==> src/rtl/pairing_result_streamer_if.sv <==
// Beat stream carrying the captured pairing result (valid/ready handshake).
// The master side drives the beats and the slave side returns out_ready.
interface pairing_result_streamer_if #(
  parameter int unsigned CHUNK_W = 150,
  parameter int unsigned IDX_W   = 4
);
  logic               out_valid;
  logic               out_ready;
  logic [CHUNK_W-1:0] out_data;
  logic               out_last;
  logic [IDX_W-1:0]   out_idx;

  modport master (
    output out_valid, out_data, out_last, out_idx,
    input  out_ready
  );

  modport slave (
    input  out_valid, out_data, out_last, out_idx,
    output out_ready
  );
endinterface

==> src/rtl/pairing_result_streamer.sv <==
// Captures the 1164-bit pairing result on cap and streams it as CHUNK_W-bit beats.
// Optional PAIRING_STREAM_CHKSUM_EN appends an XOR checksum beat (out_idx = NCHUNK).
module pairing_result_streamer #(
  parameter int unsigned IN_W      = 1164,
  parameter int unsigned CHUNK_W   = 150,
  parameter bit          MSB_FIRST = 1'b0
) (
  input  logic            clk,
  input  logic            reset,
  input  logic            cap,
  input  logic [IN_W-1:0] in_data,
  input  logic            clr_ovr,
  output logic            busy,
  output logic            overrun,
  pairing_result_streamer_if.master strm
);
  localparam int unsigned NCHUNK = (IN_W + CHUNK_W - 1) / CHUNK_W;
  localparam int unsigned IDX_W  = $clog2(NCHUNK + 1);
  localparam int unsigned PAD_W  = NCHUNK * CHUNK_W;
  localparam logic [IDX_W-1:0] FIRST_IDX     = MSB_FIRST ? IDX_W'(NCHUNK - 1) : '0;
  localparam logic [IDX_W-1:0] LAST_DATA_IDX = MSB_FIRST ? '0 : IDX_W'(NCHUNK - 1);
`ifdef PAIRING_STREAM_CHKSUM_EN
  localparam bit FIRST_LAST = 1'b0;
`else
  localparam bit FIRST_LAST = (NCHUNK == 1);
`endif

  typedef enum logic {IDLE, STREAM} state_t;

  state_t             state_q;
  logic [PAD_W-1:0]   cap_q;
  logic [PAD_W-1:0]   in_pad;
  logic [CHUNK_W-1:0] data_q;
  logic [CHUNK_W-1:0] first_chunk;
  logic [CHUNK_W-1:0] next_chunk;
  logic [IDX_W-1:0]   idx_q;
  logic [IDX_W-1:0]   next_idx;
  logic               valid_q;
  logic               last_q;
  logic               ovr_q;
  logic               xfer;
  logic               cap_take;
`ifdef PAIRING_STREAM_CHKSUM_EN
  logic [CHUNK_W-1:0] chksum;
`endif

  always_comb begin
    in_pad = '0;
    in_pad[IN_W-1:0] = in_data;
    first_chunk = in_pad[int'(FIRST_IDX)*CHUNK_W +: CHUNK_W];
    next_idx = MSB_FIRST ? (idx_q - IDX_W'(1)) : (idx_q + IDX_W'(1));
    next_chunk = '0;
    if (int'(next_idx) < int'(NCHUNK)) begin
      next_chunk = cap_q[int'(next_idx)*CHUNK_W +: CHUNK_W];
    end
    xfer = valid_q & strm.out_ready;
    // A capture is only taken when idle or exactly as the final beat leaves.
    cap_take = cap & ((state_q == IDLE) | (xfer & last_q));
`ifdef PAIRING_STREAM_CHKSUM_EN
    chksum = '0;
    for (int unsigned i = 0; i < NCHUNK; i++) begin
      chksum = chksum ^ cap_q[i*CHUNK_W +: CHUNK_W];
    end
`endif
  end

  always_ff @(posedge clk or posedge reset) begin
    if (reset) begin
      state_q <= IDLE;
      cap_q   <= '0;
      data_q  <= '0;
      idx_q   <= '0;
      valid_q <= 1'b0;
      last_q  <= 1'b0;
      ovr_q   <= 1'b0;
    end else begin
      // Set is written after clear so a same-cycle overrun wins.
      if (clr_ovr) ovr_q <= 1'b0;
      if (cap && (state_q == STREAM) && !cap_take) ovr_q <= 1'b1;

      if (cap_take) begin
        cap_q   <= in_pad;
        data_q  <= first_chunk;
        idx_q   <= FIRST_IDX;
        last_q  <= FIRST_LAST;
        valid_q <= 1'b1;
        state_q <= STREAM;
      end else if (xfer) begin
        if (last_q) begin
          valid_q <= 1'b0;
          last_q  <= 1'b0;
          data_q  <= '0;
          idx_q   <= '0;
          state_q <= IDLE;
        end
`ifdef PAIRING_STREAM_CHKSUM_EN
        else if (idx_q == LAST_DATA_IDX) begin
          idx_q  <= IDX_W'(NCHUNK);
          data_q <= chksum;
          last_q <= 1'b1;
        end else begin
          idx_q  <= next_idx;
          data_q <= next_chunk;
          last_q <= 1'b0;
        end
`else
        else begin
          idx_q  <= next_idx;
          data_q <= next_chunk;
          last_q <= (next_idx == LAST_DATA_IDX);
        end
`endif
      end
    end
  end

  assign strm.out_valid = valid_q;
  assign strm.out_data  = data_q;
  assign strm.out_last  = last_q;
  assign strm.out_idx   = idx_q;
  assign busy           = (state_q == STREAM);
  assign overrun        = ovr_q;
endmodule

==> src/flat_wrapper.sv <==
// flat-port wrapper written by rule: the top's interface ports become plain ports
module pairing_result_streamer_flat 
#(
  parameter int unsigned IN_W      = 1164,
  parameter int unsigned CHUNK_W   = 150,
  parameter bit          MSB_FIRST = 1'b0
)
  (clk, reset, cap, in_data, clr_ovr, busy, overrun, strm_out_valid, strm_out_data, strm_out_last, strm_out_idx, strm_out_ready);
  pairing_result_streamer_if #(.CHUNK_W(CHUNK_W), .IDX_W((4))) strm_i ();
  input  logic clk;
  input  logic reset;
  input  logic cap;
  input  logic [IN_W-1:0] in_data;
  input  logic clr_ovr;
  output logic busy;
  output logic overrun;
  output wire logic [$bits(strm_i.out_valid)-1:0] strm_out_valid;
  output wire logic [$bits(strm_i.out_data)-1:0] strm_out_data;
  output wire logic [$bits(strm_i.out_last)-1:0] strm_out_last;
  output wire logic [$bits(strm_i.out_idx)-1:0] strm_out_idx;
  input wire logic [$bits(strm_i.out_ready)-1:0] strm_out_ready;
  assign strm_out_valid = strm_i.out_valid;
  assign strm_out_data = strm_i.out_data;
  assign strm_out_last = strm_i.out_last;
  assign strm_out_idx = strm_i.out_idx;
  assign strm_i.out_ready = strm_out_ready;
  pairing_result_streamer #(.IN_W(IN_W), .CHUNK_W(CHUNK_W), .MSB_FIRST(MSB_FIRST)) u_core (.clk(clk), .reset(reset), .cap(cap), .in_data(in_data), .clr_ovr(clr_ovr), .busy(busy), .overrun(overrun), .strm(strm_i));
endmodule
==> config.mk <==
export PLATFORM = sky130hd
export DESIGN_NAME = pairing_result_streamer_flat
export DESIGN_NICKNAME = d
export VERILOG_FILES = /design/src/rtl/pairing_result_streamer_if.sv /design/src/rtl/pairing_result_streamer.sv /design/src/flat_wrapper.sv
export SDC_FILE = /design/constraint.sdc
export NUM_CORES = 2
export LEC_CHECK = 0
export CAP_MARGIN = 20
export CORE_AREA = 2 2 514 516
export DETAILED_ROUTE_END_ITERATION = 7
export DIE_AREA = 0 0 516 518
export GPL_ROUTABILITY_DRIVEN = 0
export SETUP_SLACK_MARGIN = 0.2
export SLEW_MARGIN = 25
export SYNTH_ARGS = -nofsm -noshare
export SYNTH_HDL_FRONTEND = slang
export SYNTH_SLANG_ARGS = --single-unit
==> constraint.sdc <==
create_clock -name clk -period 56.6 [get_ports clk]
set_input_delay 11.32 -clock clk [delete_from_list [all_inputs] [get_ports clk]]
set_output_delay 11.32 -clock clk [all_outputs]
set_load 0.05 [all_outputs]
==> flow_summary.toml <==
[clock_tree]
ctsHoldBuffers = 0
cts_resized = 0
clk_pin_slew_ns = 0.06
root_buffer = "clkbuf_16"
cts_max_level = 4
clkSinkCount = 1321
cts_tree = "yes"
clk_path_buf_depth = 3
post_cts_buffers = 0
numCtsBuffers = 152
clk_latency_ns = 0.80

[global_route]
grt_pass1_wl_um = 368000
grt_start_max_net_pins = 218
gr-usage-met3_pct = 6.37
grt_pass1_vias = 51199
grt_use_met1_pct = 24.6
grtUsageMet2_pct = 27.4
grt_usage_pct = 18.7
grt_busiest_layer = "met2"
antenna_found_initial = 139
grt_overflow_total = 0

[setup_path]
worstPathArrival_ns = 17.79
rr_worst_depth = 11
path_cells = "clkdlybuf4s50_1 -> a21boi_0 -> nand2b_4 -> buf_4 -> buf_4 -> buf_4 -> buf_4 -> buf_4 -> buf_16 -> buf_4 -> nand2_1 -> nand2_1"
crit_fanout = 85
cp_slowest_stage_delay_ns = 0.83
endpoint_kind = "register"
worstSetupPathType = "in -> reg"
crit_start = "strm_out_ready"
start_kind = "primary input"
worst_path_most_repeated_cell = "buf_4"
slowest_stage = "buf_4"
regToRegStartpoint = "u_core.busy"
cp_data_required_time_ns = 57.31

[place]
hpwl_um = 193000
portBuffers = 1326
dp.cells = 10645
dpl_worst_slack_ns = 38.61

[floorplan]
die_h_um = 518
start_util_pct = 22.1
io_pins = 1327
die-area_um2 = 267000
core_um2 = 262000
fp.dieW_um = 516
rows = 188

[power_and_ir_drop]
power_frac_clock_pct = 22.5
p_sw_share_pct = 39.6
vdd_drop_max_uv = 55.0
p_leak_nw = 37.7
comb_power_share_pct = 41.7
pwr-share-seq_pct = 35.8
power_density_nw_per_um2 = 57.2
p_switching_mw = 1.81
power.total_mw = 4.57
p_int_mw = 2.76

[timing]
period_share_pct = 30.2
tightest_slew_ns = 1.15
period_minus_slack_ns = 17.08
fmax_mhz = 58.5
setup_ws_ns = 39.52
hold_viol = 0
slew_viol_final = 0
maxSlewHeadroom_pct = 23.3
clock_skew_ns = 0.0456
fin_tns_setup_ns = 0
rsz0062_at_grt = "false"
setup_viol = 0

[yosys]
synth.area.top_cells = "dfrtp_1 57%, nand2_1 24%, mux4_2 8.9%, mux2i_1 2.0%, clkbuf_1 1.5%"
synth_adder_area_share_pct = 0.0432
synth.distinct_cells = 30
synthCells = 6133
synthFlopType = "dfrtp_1"
seq_area_frac_synth_pct = 57.1
ys_warn_count = 0
yosysTopAreaCellShare_pct = 57.1
muxShareOfSynthArea_pct = 12.3
synth_top_family_by_area = "simple AND/OR/NAND/NOR gates"
avgSynthCellArea_um2 = 9.44
synthSimpleGateAreaFrac_pct = 24.7
yosys.area_share.xor_xnor_pct = 0.0583
synth_compound_area_share_pct = 2.88
yosys_register_bits = 1321
synth_top_area_cell = "dfrtp_1"
synth_edf_count = 0
syn-num-nets = 7304
synthArstFlopShare_pct = 100
netlist_area_um2 = 57900

[route]
vias = 49974
via_per_inst = 4.55
ant_nets = 0
drt-initial-drc-count = 4482
drc = 0
wire_per_inst_um = 23.4
totalWireLength_um = 257000
dr.pass1.iters = 5

[cells_and_area]
fillers = 27035
nets = 8457
drive_gt1_share_pct = 8.38
final_cell_count_no_fill = 10984
area_growth_pct = 38.1
final_common_cell = "nand2_1"
mostFrequentLayoutCells = "3646 x nand2_1, 1322 x clkdlybuf4s50_1, 1320 x dfrtp_1"

[hold_path]
hold_path.startpoint = "u_core.cap_q[884]"
hp-class = "reg -> reg"
hold_path_depth = 2

[job]
max_cap_violations = 0

[outcome]
status = "complete, no violations"
==> synthesized netlist by cell type (2+ instances only) <==
cell / n
xor2_1: 2
a31oi_1: 36
mux4_2: 228
buf_4: 7
nand2_1: 3648
nand3_1: 73
ha_1: 2
and3_1: 36
o311ai_1: 35
buf_1: 12
buf_2: 150
o22ai_1: 36
clkbuf_1: 228
inv_1: 3
o21ai_0: 4
dfrtp_1: 1321
o211ai_1: 114
mux2i_1: 115
mux2_2: 72
==> routing by layer <==
metal,vias up,share of wire [%]
li1,22126,-
met1,25025,42
met2,2243,44
met3,490,10
met4,90,4.0
met5,-,0.23
==> power by group through the flow <==
stage / clock (mW) / combinational (mW) / sequential (mW)
floorplan: 0 / 1.16 / 1.70
global placement: 0 / 1.88 / 1.62
detailed placement: 0 / 1.91 / 1.64
CTS: 1.05 / 1.92 / 1.63
global route: 1.09 / 2.08 / 1.68
finish: 1.03 / 1.91 / 1.64
==> logic make-up after synthesis <==
| group | after synthesis |
|---|---|
| adders and majority gates | 2 |
| DFF | 1321 |
| and+or+nand+nor | 3763 |
| xor gates and xnor gates | 3 |
| muxes | 415 |
| AOI/OAI and AO/OA | 229 |
| buffers and inverters | 400 |
==> final timing paths <==
kind / endpoint / slack (ns)
min in group asynchronous: u_core.strm.out_data[12] / 11.05
worst min-delay path: u_core.cap_q[884] / 0.47
worst max register to register: u_core.cap_q[212] / 50.04
worst min register to register: u_core.cap_q[884] / 0.47
max in group asynchronous: u_core.cap_q[696] / 41.72
worst max-delay path: u_core.cap_q[212] / 39.52
==> critical path: cells and delay by family <==
family                 cells  cell delay (ns)
AOI/OAI and AO/OA          1             0.54
buffers and inverters      8             4.59
and+or+nand+nor            3             1.04
==> stage by stage <==
step	hold WS, ns	util [%]	instance area, um2
2_1_floorplan	0.440	-	57900
3_3_place_gp	0.452	28.5	74600
3_5_place_dp	0.457	28.5	74600
4_1_cts	0.472	30.5	79700
5_1_grt	0.486	30.5	79900
6_report	0.466	30.6	80000
==> area by class of cell <==
| class | instances | area (um2) | area share, % |
|---|---|---|---|
| Sequential cell | 1321 | 33100 | 41.3 |
| Multi-Input combinational cell | 4412 | 23200 | 29.1 |
| Timing Repair Buffer | 1396 | 13900 | 17.4 |
| Clock buffer | 220 | 4400 | 5.50 |
| Tap cell | 3515 | 4400 | 5.50 |
| Clock inverter | 49 | 767 | 0.959 |
| Antenna cell | 68 | 170 | 0.213 |
| Inverter | 3 | 18.8 | 0.0235 |
==> state kept, by name, summed over array words and instances, names as in the netlist <==
register              cells
u_core.strm.out_idx       4
u_core.strm.out_data    150
u_core.overrun            1
u_core.cap_q           1164
u_core.strm.out_last      1
u_core.busy               1
(Power assumes the default switching activity.)
